===== src/rtl/xadc_drp_responder.sv =====
// -----------------------------------------------------------------------------
// xadc_drp_responder
//
// Behavioural stand-in for the XADC dynamic reconfiguration port (DRP). A DRP
// initiator talks to it exactly as it would to the XADC primitive. Conversion
// samples come from an external source. Each sample is held for a fixed
// conversion time and then stored left-justified in its status register.
// The completion is announced with eoc_out/channel_out.
//
// Ports
//   clk          single clock for DRP and conversion logic
//   rst_n        synchronous, active-low reset
//   daddr_in     DRP address (7 bits)
//   den_in       DRP enable strobe
//   dwe_in       DRP write enable, qualified by den_in
//   di_in        DRP write data
//   do_out       DRP read data, non-zero only in the drdy_out cycle of a read
//   drdy_out     DRP ready, one-cycle pulse DRP_LATENCY cycles after accept
//   busy_out     conversion in progress
//   eoc_out      end-of-conversion, one-cycle pulse
//   channel_out  channel of the last completed conversion
//   sample_valid new sample offered
//   sample_ch    channel of the offered sample
//   sample_data  offered sample value
//   overrun      sticky: sample dropped while busy, or den_in while DRP busy
//
// Register map
//   0x00-0x1F  status, read-only (writes acknowledged, ignored)
//   0x40-0x42  config, read/write
//   others     read 0x0000, writes acknowledged, ignored
// -----------------------------------------------------------------------------
module xadc_drp_responder #(
    parameter int DRP_LATENCY = 2,   // 1..15
    parameter int CONV_CYCLES = 26,  // 2..255
    parameter int SAMPLE_W    = 12
) (
    input  logic                clk,
    input  logic                rst_n,
    input  logic [6:0]          daddr_in,
    input  logic                den_in,
    input  logic                dwe_in,
    input  logic [15:0]         di_in,
    output logic [15:0]         do_out,
    output logic                drdy_out,
    output logic                busy_out,
    output logic                eoc_out,
    output logic [4:0]          channel_out,
    input  logic                sample_valid,
    input  logic [4:0]          sample_ch,
    input  logic [SAMPLE_W-1:0] sample_data,
    output logic                overrun
);

    typedef enum logic [1:0] {
        S_IDLE,
        S_CONV,
        S_DONE
    } conv_state_t;

    // ------------------------------------------------------------------ DRP --
    logic                r_pend;
    logic [3:0]          r_lat_cnt;
    logic [6:0]          r_addr;
    logic                r_we;
    logic [15:0]         r_wdata;
    logic [15:0]         r_rdata;

    logic [15:0]         r_status [32];
    logic [15:0]         r_cfg    [3];

    logic                w_drdy;
    logic                w_accept;
    logic [15:0]         w_read_val;
    logic                w_cfg_wr;

    // ----------------------------------------------------------- conversion --
    conv_state_t         r_state;
    conv_state_t         w_next_state;
    logic [7:0]          r_conv_cnt;
    logic [4:0]          r_smp_ch;
    logic [SAMPLE_W-1:0] r_smp_data;
    logic [4:0]          r_channel;
    logic                r_overrun;
    logic                w_busy;
    logic                w_eoc;
    logic [15:0]         w_sample_word;

    // The transaction completes when the latency counter has run down; a new
    // strobe is accepted in that same cycle, so accept and complete overlap.
    assign w_drdy   = r_pend && (r_lat_cnt == 4'd0);
    assign w_accept = den_in && (!r_pend || w_drdy);
    assign w_cfg_wr = w_drdy && r_we && (r_addr >= 7'h40) && (r_addr <= 7'h42);

    // Read data is captured at acceptance, so a status update landing on the
    // same edge is not visible to that read.
    always_comb begin
        w_read_val = 16'h0000;
        if (daddr_in[6:5] == 2'b00) begin
            w_read_val = r_status[daddr_in[4:0]];
        end else if ((daddr_in >= 7'h40) && (daddr_in <= 7'h42)) begin
            w_read_val = r_cfg[daddr_in[1:0]];
        end
    end

    // NOTE: sequential state is written with <= only so every flop samples the
    // pre-edge values; mixing = here would make results depend on block order.
    always_ff @(posedge clk) begin
        if (!rst_n) begin
            r_pend    <= 1'b0;
            r_lat_cnt <= 4'd0;
            r_addr    <= 7'd0;
            r_we      <= 1'b0;
            r_wdata   <= 16'h0000;
            r_rdata   <= 16'h0000;
        end else if (w_accept) begin
            r_pend    <= 1'b1;
            r_lat_cnt <= 4'(DRP_LATENCY - 1);
            r_addr    <= daddr_in;
            r_we      <= dwe_in;
            r_wdata   <= di_in;
            r_rdata   <= dwe_in ? 16'h0000 : w_read_val;
        end else if (w_drdy) begin
            r_pend    <= 1'b0;
        end else if (r_pend) begin
            r_lat_cnt <= r_lat_cnt - 4'd1;
        end
    end

    // NOTE: the register file is reset explicitly because reset must make
    // every status/config location read back as 0x0000.
    always_ff @(posedge clk) begin
        if (!rst_n) begin
            for (int i = 0; i < 32; i++) r_status[i] <= 16'h0000;
            for (int i = 0; i < 3; i++)  r_cfg[i]    <= 16'h0000;
        end else begin
            if (w_cfg_wr) begin
                r_cfg[r_addr[1:0]] <= r_wdata;
            end
            if (r_state == S_DONE) begin
                r_status[r_smp_ch] <= w_sample_word;
            end
        end
    end

    assign do_out   = w_drdy ? r_rdata : 16'h0000;
    assign drdy_out = w_drdy;

    // ------------------------------------------------------- conversion FSM --
    assign w_sample_word = 16'(r_smp_data) << (16 - SAMPLE_W);

    // NOTE: every output of this block gets a default first so no path leaves
    // a signal unassigned, which would otherwise infer a latch.
    always_comb begin
        w_next_state = r_state;
        w_busy       = 1'b0;
        w_eoc        = 1'b0;
        case (r_state)
            S_IDLE: begin
                if (sample_valid) w_next_state = S_CONV;
            end
            S_CONV: begin
                w_busy = 1'b1;
                if (r_conv_cnt == 8'(CONV_CYCLES - 1)) w_next_state = S_DONE;
            end
            S_DONE: begin
                w_eoc        = 1'b1;
                w_next_state = S_IDLE;
            end
            default: w_next_state = S_IDLE;
        endcase
    end

    always_ff @(posedge clk) begin
        if (!rst_n) begin
            r_state    <= S_IDLE;
            r_conv_cnt <= 8'd0;
            r_smp_ch   <= 5'd0;
            r_smp_data <= '0;
            r_channel  <= 5'd0;
            r_overrun  <= 1'b0;
        end else begin
            r_state <= w_next_state;

            if ((r_state == S_IDLE) && sample_valid) begin
                r_smp_ch   <= sample_ch;
                r_smp_data <= sample_data;
                r_conv_cnt <= 8'd0;
            end else if (r_state == S_CONV) begin
                r_conv_cnt <= r_conv_cnt + 8'd1;
            end

            if (r_state == S_DONE) begin
                r_channel <= r_smp_ch;
            end

            // Dropped samples and strobes arriving while a transaction is
            // still counting down are both reported through one sticky flag.
            if ((sample_valid && (r_state != S_IDLE)) ||
                (den_in && r_pend && !w_drdy)) begin
                r_overrun <= 1'b1;
            end
        end
    end

    assign busy_out    = w_busy;
    assign eoc_out     = w_eoc;
    // channel_out already shows the new channel during the DONE cycle.
    assign channel_out = (r_state == S_DONE) ? r_smp_ch : r_channel;
    assign overrun     = r_overrun;

endmodule


===== config.mk =====
export PLATFORM = sky130hd
export DESIGN_NAME = xadc_drp_responder
export DESIGN_NICKNAME = d
export VERILOG_FILES = /design/src/rtl/xadc_drp_responder.sv
export SDC_FILE = /design/constraint.sdc
export NUM_CORES = 1
export LEC_CHECK = 0
export ABC_AREA = 0
export ABC_CLOCK_PERIOD_IN_PS = 2410
export CORE_AREA = 2 2 222 224
export DETAILED_ROUTE_END_ITERATION = 10
export DIE_AREA = 0 0 224 226
export GPL_ROUTABILITY_DRIVEN = 0
export GPL_TIMING_DRIVEN = 0
export HOLD_SLACK_MARGIN = 0.12
export PLACE_DENSITY = 0.68
export SLEW_MARGIN = 20
export SYNTH_ARGS = -nofsm -noshare
export SYNTH_HDL_FRONTEND = slang
export SYNTH_SLANG_ARGS = --single-unit
export TNS_END_PERCENT = 20

===== constraint.sdc =====
create_clock -name clk -period 2.41 [get_ports clk]
set_input_delay 0.3615 -clock clk [delete_from_list [all_inputs] [get_ports clk]]
set_output_delay 0.3615 -clock clk [all_outputs]
set_load 0.03 [all_outputs]

==> flow_summary.yaml <==
detailed_routing:
  viasPerCell: 5.851
  route.vias.total: 15200
  drt-pass1-iter-count: 5
  drc: 0
  wl_per_cell_um: 25.69
  drt-initial-drc-count: 1783
  wl_mm: 66.71
  ant_nets: 0
layout:
  fin_nets: 1976
  multi_input_area_um2: 8526
  register_area_um2: 15020
  drive_above_1_share_pct: 16.11
  area_growth_pct: 17.21
  num-fill-cells: 3792
  fin_cells: 2597
status:
  status: "finished, violations left"
  violations: "setup timing"
cts:
  cts_inserted_buffers: 55
  clk_latency_ns: 0.63
  clockRootBuffer: "clkbuf_16"
  cts_max_level: 2
  path_clk_slew_ns: 0.06
  cts_max_path_buffers: 3
  clock-sinks: 526
  holdBufCountCts: 0
  cts_tree: "yes"
timing:
  final.setup_skew_ns: 0.03060
  setup_viol: 21
  fin_ws_ns: -0.1648
  fin_worst_hold_slack_ns: 0.2896
  max_freq_mhz: 388.4
  finalHoldViolations: 0
  max_slew_margin_pct: 9.702
  worstMarginPinSlew_ns: 1.354
  period_minus_slack_ns: 2.575
  drv_slew: 0
  rsz0062_at_grt: "true"
  fin_crit_sh_pct: 106.8
yosys:
  synthXorXnorAreaFrac_pct: 0.2208
  yosysTopAreaCellShare_pct: 56.53
  synth_compound_area_share_pct: 5.930
  yosysWarnings: 0
  synth_edf_count: 448
  syn_inst: 1763
  yosysSeqAreaShare_pct: 63.09
  synth-simple-area-share_pct: 16.02
  synth_flop_cell: "edfxtp_1"
  synth_top_family_by_area: "simple AND/OR/NAND/NOR gates"
  ys_async_sr_fraction_pct: 0
  avgSynthCellArea_um2: 13.50
  netlist_area_um2: 23800
  ys_ff_latch: 526
  synthTopCellsByCount: "edfxtp_1, and2_1, mux2i_1"
  synth_fa_ha_area_share_pct: 0.2103
  synth.distinct_cells: 59
  yosysTopAreaCell: "edfxtp_1"
  synth.mux.area_fraction_pct: 11.04
  ys_top_cells_by_area: "edfxtp_1, and2_1, dfxtp_1"
  synth_most_common_cell: "edfxtp_1"
die:
  rows: 81
  dieWidth_um: 224
  fp.dieH_um: 226
  core_um2: 48340
  die_area_um2: 50620
  initial_utilization_pct: 49.23
  pin_count: 70
setup_path:
  end_kind: "output port"
  crit_required_ns: 2.05
  critical_path_arrival_ns: 2.21
  start_kind: "register"
  criticalPathCategory: "register to output port"
  reg2reg_from: "r_lat_cnt[0]"
  crit_start: "r_lat_cnt[0]"
  critPathMaxFanout: 7
global_route:
  antenna_found_initial: 0
  grt_overflow_total: 0
  gr-usage-all-layers_pct: 26.80
  grt_pass1_wl_mm: 97.79
  grt_max_degree: 15
  first_global_vias: 15000
placed_design:
  portBuffers: 66
  post-dp-hpwl_mm: 45.81
  dp.cells: 2473
pwr:
  vdd_drop_max_uv: 518.9
  power_density_nw_per_um2: 731.2
  p_total_mw: 20.40
  leakage_nw: 10.55
min_path:
  worstHoldStart: "di_in[13]"
  hold_path_class: "primary input to register"
flow_run:
  cap_violations: 0
[area by class of cell]
type                       instances  share of cell area [%]
timing repair buffer              93                   3.355
inverter                           9                  0.1211
clock buffer                      82                   5.481
multi-input combinational       1089                   30.56
antenna                            1                0.008971
tap                              622                   2.790
buffer                           153                   3.023
clock inverter                    22                  0.8163
sequential                       526                   53.84
[critical path, cell delays in order (launching register included)]
cell	delay, ns
dfxtp_2	0.32
inv_2	0.07
ha_4	0.11
or3b_4	0.41
nor2_8	0.20
buf_6	0.17
and2_4	0.17
buf_6	0.13
[path summary, 6_finish.rpt]
path                                    end  slack (ns)  cells after the start
worst max-delay path             do_out[12]       -0.16                      7
worst min-delay path            r_wdata[13]        0.29                      3
worst max register to register   r_rdata[7]       -0.05                      9
worst min register to register    r_addr[5]        0.47                      2
[cell usage in the layout (no fill, tap or decap), types with 15 or more instances in the layout]
master           count
edfxtp_1           448
and2_1             426
mux2i_1            124
clkbuf_1           113
nand2_1             87
dfxtp_1             74
clkbuf_16           56
nor2_1              51
a21oi_1             48
clkdlybuf4s50_1     42
a22oi_1             36
mux4_2              34
a22o_1              33
o21ai_4             25
buf_4               24
buf_6               24
clkbuf_2            23
o21ai_0             19
mux4_1              18
and3_1              18
buf_2               16
conb_1              16
a221oi_1            15
[layer usage]
layer / GRT usage (%) / up-vias / wire, µm
met5: 0 / - / 0
met1: 36.67 / 7667 / 27300
li1: - / 6720 / -
met2: 42.54 / 686 / 31360
met4: 9.591 / 0 / 2229
met3: 5.686 / 122 / 5822
[kinds of logic after synthesis]
| group | count (synthesis) |
|---|---|
| compound gates | 210 |
| xor+xnor | 6 |
| fa+ha+maj | 4 |
| buf+inv | 164 |
| flops | 526 |
| mux | 189 |
| other cells | 1 |
| simple gates | 663 |
[repair_timing]
action | 4_1_cts | 5_1_grt
buffers inserted | 15 | 4
setup endpoints to repair | 555 | 315
pin swaps | 11 | 7
gates resized for setup | 214 | 45
cloned | 2 | 0
[report_power, final]
part / switching (mW) / internal (mW) / total (mW)
Clock: 3.56 / 4.82 / 8.38
Combinational: 1.07 / 0.598 / 1.67
Sequential: 0.173 / 10.2 / 10.3
Total: 4.81 / 15.6 / 20.4
[state kept, by name (all words and copies together), names as in the netlist, 4 cells and up]
| name | count |
|---|---|
| r_addr | 7 |
| r_cfg | 64 |
| r_channel | 5 |
| r_conv_cnt | 8 |
| r_lat_cnt | 4 |
| r_rdata | 16 |
| r_smp_ch | 5 |
| r_smp_data | 12 |
| r_status | 384 |
| r_wdata | 16 |
[per-stage QoR]
stage / setup TNS [ns] / util (%) / setup WS, ns / area, µm²
6_report: -2.355 / 57.70 / -0.1648 / 27900
5_1_grt: -4.433 / 57.70 / -0.2248 / 27890
4_1_cts: -4.990 / 57.35 / -0.2361 / 27720
3_5_place_dp: -260.06 / 52.66 / -1.122 / 25460
3_3_place_gp: -541.28 / 52.32 / -1.414 / 25290
2_1_floorplan: -19.37 / - / -0.1026 / 23860
Note: power is estimated with default switching activity, not from simulation.
